File: config.mk
export PLATFORM = sky130hd
export DESIGN_NAME = gate_bist_ctrl
export DESIGN_NICKNAME = d
export VERILOG_FILES = /design/src/rtl/gate_bist_ctrl.sv
export SDC_FILE = /design/constraint.sdc
export NUM_CORES = 1
export LEC_CHECK = 0
export BUFFER_PORTS_ARGS = -buffer_cell sky130_fd_sc_hd__buf_2
export CAP_MARGIN = 15
export CORE_UTILIZATION = 51
export CTS_BUF_LIST = sky130_fd_sc_hd__clkbuf_8
export CTS_CLUSTER_SIZE = 14
export DETAILED_ROUTE_END_ITERATION = 10
export PLACE_DENSITY = 0.84
export SYNTH_ARGS = -nofsm -noshare
export SYNTH_HDL_FRONTEND = slang
export SYNTH_SLANG_ARGS = --single-unit
File: constraint.sdc
create_clock -name CLK -period 1.82 [get_ports CLK]
set_clock_uncertainty 0.05 [all_clocks]
set_input_delay 0.273 -clock CLK [delete_from_list [all_inputs] [get_ports CLK]]
set_output_delay 0.273 -clock CLK [all_outputs]
set_load 0.03 [all_outputs]
File: src/rtl/gate_bist_ctrl.sv
// Built-in self test for a 2-input gate: walks {A,B} through 00..11, waits SETTLE
// cycles per vector, compares Y against the TRUTH table and reports per-vector failures.
//
// state  | meaning
// IDLE   | waiting for START, results of the last run held
// APPLY  | new vector on {A,B}, settle counter loaded
// SETTLE | gate output settling, counter running down
// CHECK  | Y compared with the expected truth-table bit
// FINISH | DONE pulse, PASS updated, {A,B} returned to 00
module gate_bist_ctrl #(
  parameter int         SETTLE = 2,
  parameter logic [3:0] TRUTH  = 4'b1001
) (
  input  logic       CLK,
  input  logic       N_RESET,
  input  logic       START,
  input  logic       ABORT,
  input  logic       Y,
  output logic       A,
  output logic       B,
  output logic       BUSY,
  output logic       DONE,
  output logic       PASS,
  output logic [2:0] ERR_CNT,
  output logic [3:0] FAIL_VEC
);

  typedef enum logic [2:0] {
    S_IDLE   = 3'd0,
    S_APPLY  = 3'd1,
    S_SETTLE = 3'd2,
    S_CHECK  = 3'd3,
    S_FINISH = 3'd4
  } state_t;

  localparam logic [3:0] SETTLE_LOAD = 4'(SETTLE - 1);

  state_t     state_q, state_d;
  logic [1:0] idx_q, idx_d;
  logic [1:0] ab_q, ab_d;
  logic [3:0] cnt_q, cnt_d;
  logic [2:0] err_q, err_d;
  logic [3:0] fv_q, fv_d;
  logic       pass_q, pass_d;
  logic       abort_run;

  assign abort_run = ABORT && (state_q != S_IDLE);

  always_ff @(posedge CLK) begin
    if (!N_RESET) begin
      state_q <= S_IDLE;
      idx_q   <= 2'd0;
      ab_q    <= 2'd0;
      cnt_q   <= 4'd0;
      err_q   <= 3'd0;
      fv_q    <= 4'd0;
      pass_q  <= 1'b0;
    end else begin
      state_q <= state_d;
      idx_q   <= idx_d;
      ab_q    <= ab_d;
      cnt_q   <= cnt_d;
      err_q   <= err_d;
      fv_q    <= fv_d;
      pass_q  <= pass_d;
    end
  end

  always_comb begin
    state_d = state_q;
    case (state_q)
      S_IDLE:   if (START) state_d = S_APPLY;
      S_APPLY:  state_d = S_SETTLE;
      S_SETTLE: if (cnt_q == 4'd0) state_d = S_CHECK;
      S_CHECK:  state_d = (idx_q == 2'd3) ? S_FINISH : S_APPLY;
      S_FINISH: state_d = S_IDLE;
      default:  state_d = S_IDLE;
    endcase
    if (abort_run) state_d = S_IDLE;
  end

  // The vector is placed on {A,B} when APPLY is entered so it is stable for the whole slot.
  always_comb begin
    idx_d  = idx_q;
    ab_d   = ab_q;
    cnt_d  = cnt_q;
    err_d  = err_q;
    fv_d   = fv_q;
    pass_d = pass_q;
    case (state_q)
      S_IDLE: begin
        if (START) begin
          idx_d  = 2'd0;
          ab_d   = 2'd0;
          err_d  = 3'd0;
          fv_d   = 4'd0;
          pass_d = 1'b0;
        end
      end
      S_APPLY:  cnt_d = SETTLE_LOAD;
      S_SETTLE: if (cnt_q != 4'd0) cnt_d = cnt_q - 4'd1;
      S_CHECK: begin
        if (Y != TRUTH[idx_q]) begin
          if (err_q < 3'd4) err_d = err_q + 3'd1;
          fv_d[idx_q] = 1'b1;
        end
        if (idx_q != 2'd3) begin
          idx_d = idx_q + 2'd1;
          ab_d  = idx_q + 2'd1;
        end
      end
      S_FINISH: begin
        pass_d = (err_q == 3'd0);
        ab_d   = 2'd0;
      end
      default: ;
    endcase
    // Abort keeps the partial error record but discards any result of this cycle's CHECK.
    if (abort_run) begin
      ab_d   = 2'd0;
      pass_d = 1'b0;
      err_d  = err_q;
      fv_d   = fv_q;
    end
  end

  always_comb begin
    A        = ab_q[1];
    B        = ab_q[0];
    BUSY     = (state_q != S_IDLE);
    DONE     = (state_q == S_FINISH);
    PASS     = pass_q;
    ERR_CNT  = err_q;
    FAIL_VEC = fv_q;
  end

endmodule

==> impl_results.md <==
* Clock Latency Late Sink at 0.25 ns
* Clock power frac at 25.6%
* Synth async-reset ratio at 0%
* Htree depth at 1
* Fill cells at between 150 and 200
* Hold Startpoint: ABORT
* First-pass GRT wire length at roughly 3.3 mm
* Leakage power at around 0.5 nW
* Antenna diodes at 0
* Layout cell share with drive strength beyond 1 at 23.9%
* R2R Path Start: idx_q[0]
* DR WL/cell at about 13 um
* Most frequent cell after synthesis: dfxtp_1
* Drt drc at 0
* Register area at 382 sq um
* Main flop type after synthesis: dfxtp_1
* Final Hold Fails at 0
* Vias in the first global route at around 800
* Worst R2R End: ERR_CNT[0]
* DRT iter0 DRCs at 4
* Yosys warning total at 0
* Post-synth EDFFs at 0
* Dpl cells at ~160
* Utilization after layout at 67.2%
* R2R Setup Slk at a little under 0.08 ns
* Mapped Area at ~990 sq um
* Max cap viols at 0
* Placed Area at around 1100 sq um
* Vias/cell at ~5.6
* I/O pin cnt at 17
* Slew of the pin with the lowest slew margin at approximately 0.54 ns
* Final GP Congestion at ~0.78
* CTS root buf: clkbuf_8
* Outcome: finished, final reports clean
* Largest family of logic cells by synthesized area: simple AND/OR/NAND/NOR gates
* WHS at about 0.32 ns
* Largest net degree at the start of global routing at 12
* Reg2Reg Depth at 6
* TritonRoute pass-1 iters at 4
* Seq/Total Area, Yosys at around two fifths
* Post-Synth XOR/XNOR Area at 1.77%
* DP Wirelength at around 1.5 mm
* Seq cells post-synth at 19
* TNS Setup at 0 ns
* Switching Fraction at 32.6%
* Switch Pwr at between 0.3 and 0.4 mW
* Yosys top cell area share at between 30% and 40%
* Setup repair bufs after CTS at 0
* Critical path class: flop to flop
* Drt total wl at ~2.1 mm
* Final Cell Area at approximately 1200 sq um
* Tmin final at ~1.7 ns
* Critical path arrival at 1.87 ns
* Min-Delay Path Class: input pin to flop
* Mux contribution to synthesized area at just over 1%
* Clock Pin Slew Worst Setup and Hold Paths at 0.07 ns
* Num CTS Buffers at 3
* Post-Synth Simple-Gate Area at between 20% and 30%
* Starting Density at a little under three fifths
* Power Dens Cells at 917 nW/um^2
* Antenna Nets Post-Route at 0
* NumNets Final at between 100 and 150
* Via Count at 892
* Finished Layout Cells at about 160
* Synth area leaders: dfxtp_1, ha_1, a21oi_1
* Yosys cell types at 36
* Die area at about 2100 sq um
* Max-slew violations at 0
* Die Ht at ~46 um
* Post-synth top cells: dfxtp_1, a21oi_1, nand2_1
* Number of port buffers at 16
* Slew headroom at between 60% and 70%
* Worst IR drop on VDD at 0.613 mV
* Area Growth Syn to Fin at 19.7%
* Area occupied by multi-input gates at a little under 600 sq um
* CORE AREA at approximately 1800 sq um
* CP max FO at 3
* Rows at 15
* Avg Cell Area, Syn at ~8.7 sq um
* Syn_nets at 127
* Clk sinks at 19
* RSZ-0062 raised after global routing: no
* CTS tree: yes
* Hold Crit Endpoint: state_q[1]
* Pint at about 0.73 mW
* Seq pwr share at a little under half
* Min-Delay Path Depth at 3
* Die X at ~46 um
* Worst setup SP type: flop
* Grt ovf at 0
* Antenna violations before repair at 0
* Compound-Gate Fraction of Synth Area at between 15 and 20%
* Final Setup Violations at 0
* Total GRT Usage at 21.9%
* CTS Buffer Depth at 2
* Cell count after synthesis at between 100 and 150
* Crit path required time at 1.95 ns
* Critical Path End Type: flop
* Post-synth top area cell: dfxtp_1
* Adder-Cell Fraction of Synth Area at between 10% and 20%
* F_max at about 0.57 GHz
* Final period utilization at between 90 and 100%
* Gate power share at a little under 30%
==> layout by cell type (no fill, tap or decap), types with 2 or more instances in the layout <==
| master | netlist | final |
|---|---|---|
| nand2_1 | 14 | 14 |
| nand3b_1 | 3 | 3 |
| a21oi_1 | 14 | 14 |
| xor2_1 | 2 | 2 |
| inv_1 | 8 | 9 |
| buf_4 | 0 | 4 |
| nand3_1 | 2 | 2 |
| nor3_1 | 2 | 2 |
| or3_1 | 3 | 3 |
| buf_2 | 2 | 16 |
| clkbuf_8 | 0 | 3 |
| o21ai_0 | 3 | 3 |
| ha_1 | 8 | 7 |
| nor2_1 | 9 | 9 |
| dfxtp_1 | 19 | 18 |
==> area by class of cell <==
class / count / share of cell area [%]
multi-input combinational: 83 / 49.5
clock inverter: 1 / 0.317
tap: 25 / 2.64
sequential: 19 / 32.2
clock buffer: 3 / 3.48
timing repair buffer: 20 / 9.29
inverter: 8 / 2.53
==> worst max path at each step <==
| stage | slack [ns] | to | startpoint |
|---|---|---|---|
| after CTS | 0.002 | ERR_CNT[0] | idx_q[0] |
| after global routing | 0.003 | ERR_CNT[0] | idx_q[0] |
| final | 0.08 | ERR_CNT[0] | idx_q[0] |
| after floorplan | 0.04 | ERR_CNT[0] | idx_q[0] |
| after global placement | 0.08 | ERR_CNT[0] | idx_q[0] |
| after detailed placement | 0.02 | ERR_CNT[0] | idx_q[0] |
==> repair_timing <==
item | CTS | global route
resized for setup | 1 | 2
setup endpoints to repair | 1 | 3
endpoints found under the hold margin | 0 | 0
hold buffers | 0 | 0
==> registers in the layout (all words and copies together) (netlist names) <==
name,cells
FAIL_VEC,4
cnt_q,4
ERR_CNT,3
state_q,3
ab_q,2
idx_q,2
PASS,1
==> stage by stage <==
| stage | power [mW] | setup slack, ns |
|---|---|---|
| after global placement | 0.792 | 0.0773 |
| after detailed placement | 0.805 | 0.0164 |
| after floorplan | 0.729 | 0.0426 |
| after global routing | 1.15 | 0.00273 |
| final | 1.09 | 0.0786 |
| after CTS | 1.08 | 0.00207 |
==> power by group through the flow <==
| stage | registers, mW | logic (mW) | clock network, mW |
|---|---|---|---|
| detailed placement | 0.499 | 0.306 | 0 |
| floorplan | 0.488 | 0.241 | 0 |
| finish | 0.495 | 0.315 | 0.278 |
| global placement | 0.498 | 0.294 | 0 |
| global route | 0.499 | 0.349 | 0.305 |
| CTS | 0.492 | 0.307 | 0.282 |
==> cells by family after synthesis <==
family                   count (synthesis)
AND/OR/NAND/NOR                         46
AO/OA/AOI/OAI                           26
flip-flops                              19
multiplexers                             1
XOR/XNOR                                 2
adder cells (fa/ha/maj)                  8
buffers and inverters                   12
==> routing by layer <==
metal | routed length (um) | share of wire, % | global-route usage (%) | vias to the layer above
li1 | - | - | - | 437
met1 | 1010 | 47 | 28.1 | 426
met2 | 966 | 45 | 33.8 | 21
met3 | 86 | 4.0 | 4.71 | 8
met4 | 67 | 3.1 | 11.8 | 0
met5 | 0 | 0 | 0 | -
==> critical path: stages, from the launching register on <==
cell	delay, ns
dfxtp_1	0.34
inv_1	0.09
ha_4	0.25
xor2_1	0.16
or3_4	0.36
a2111oi_4	0.29
o2bb2ai_1	0.14
Power figures use the tool's default switching activity.
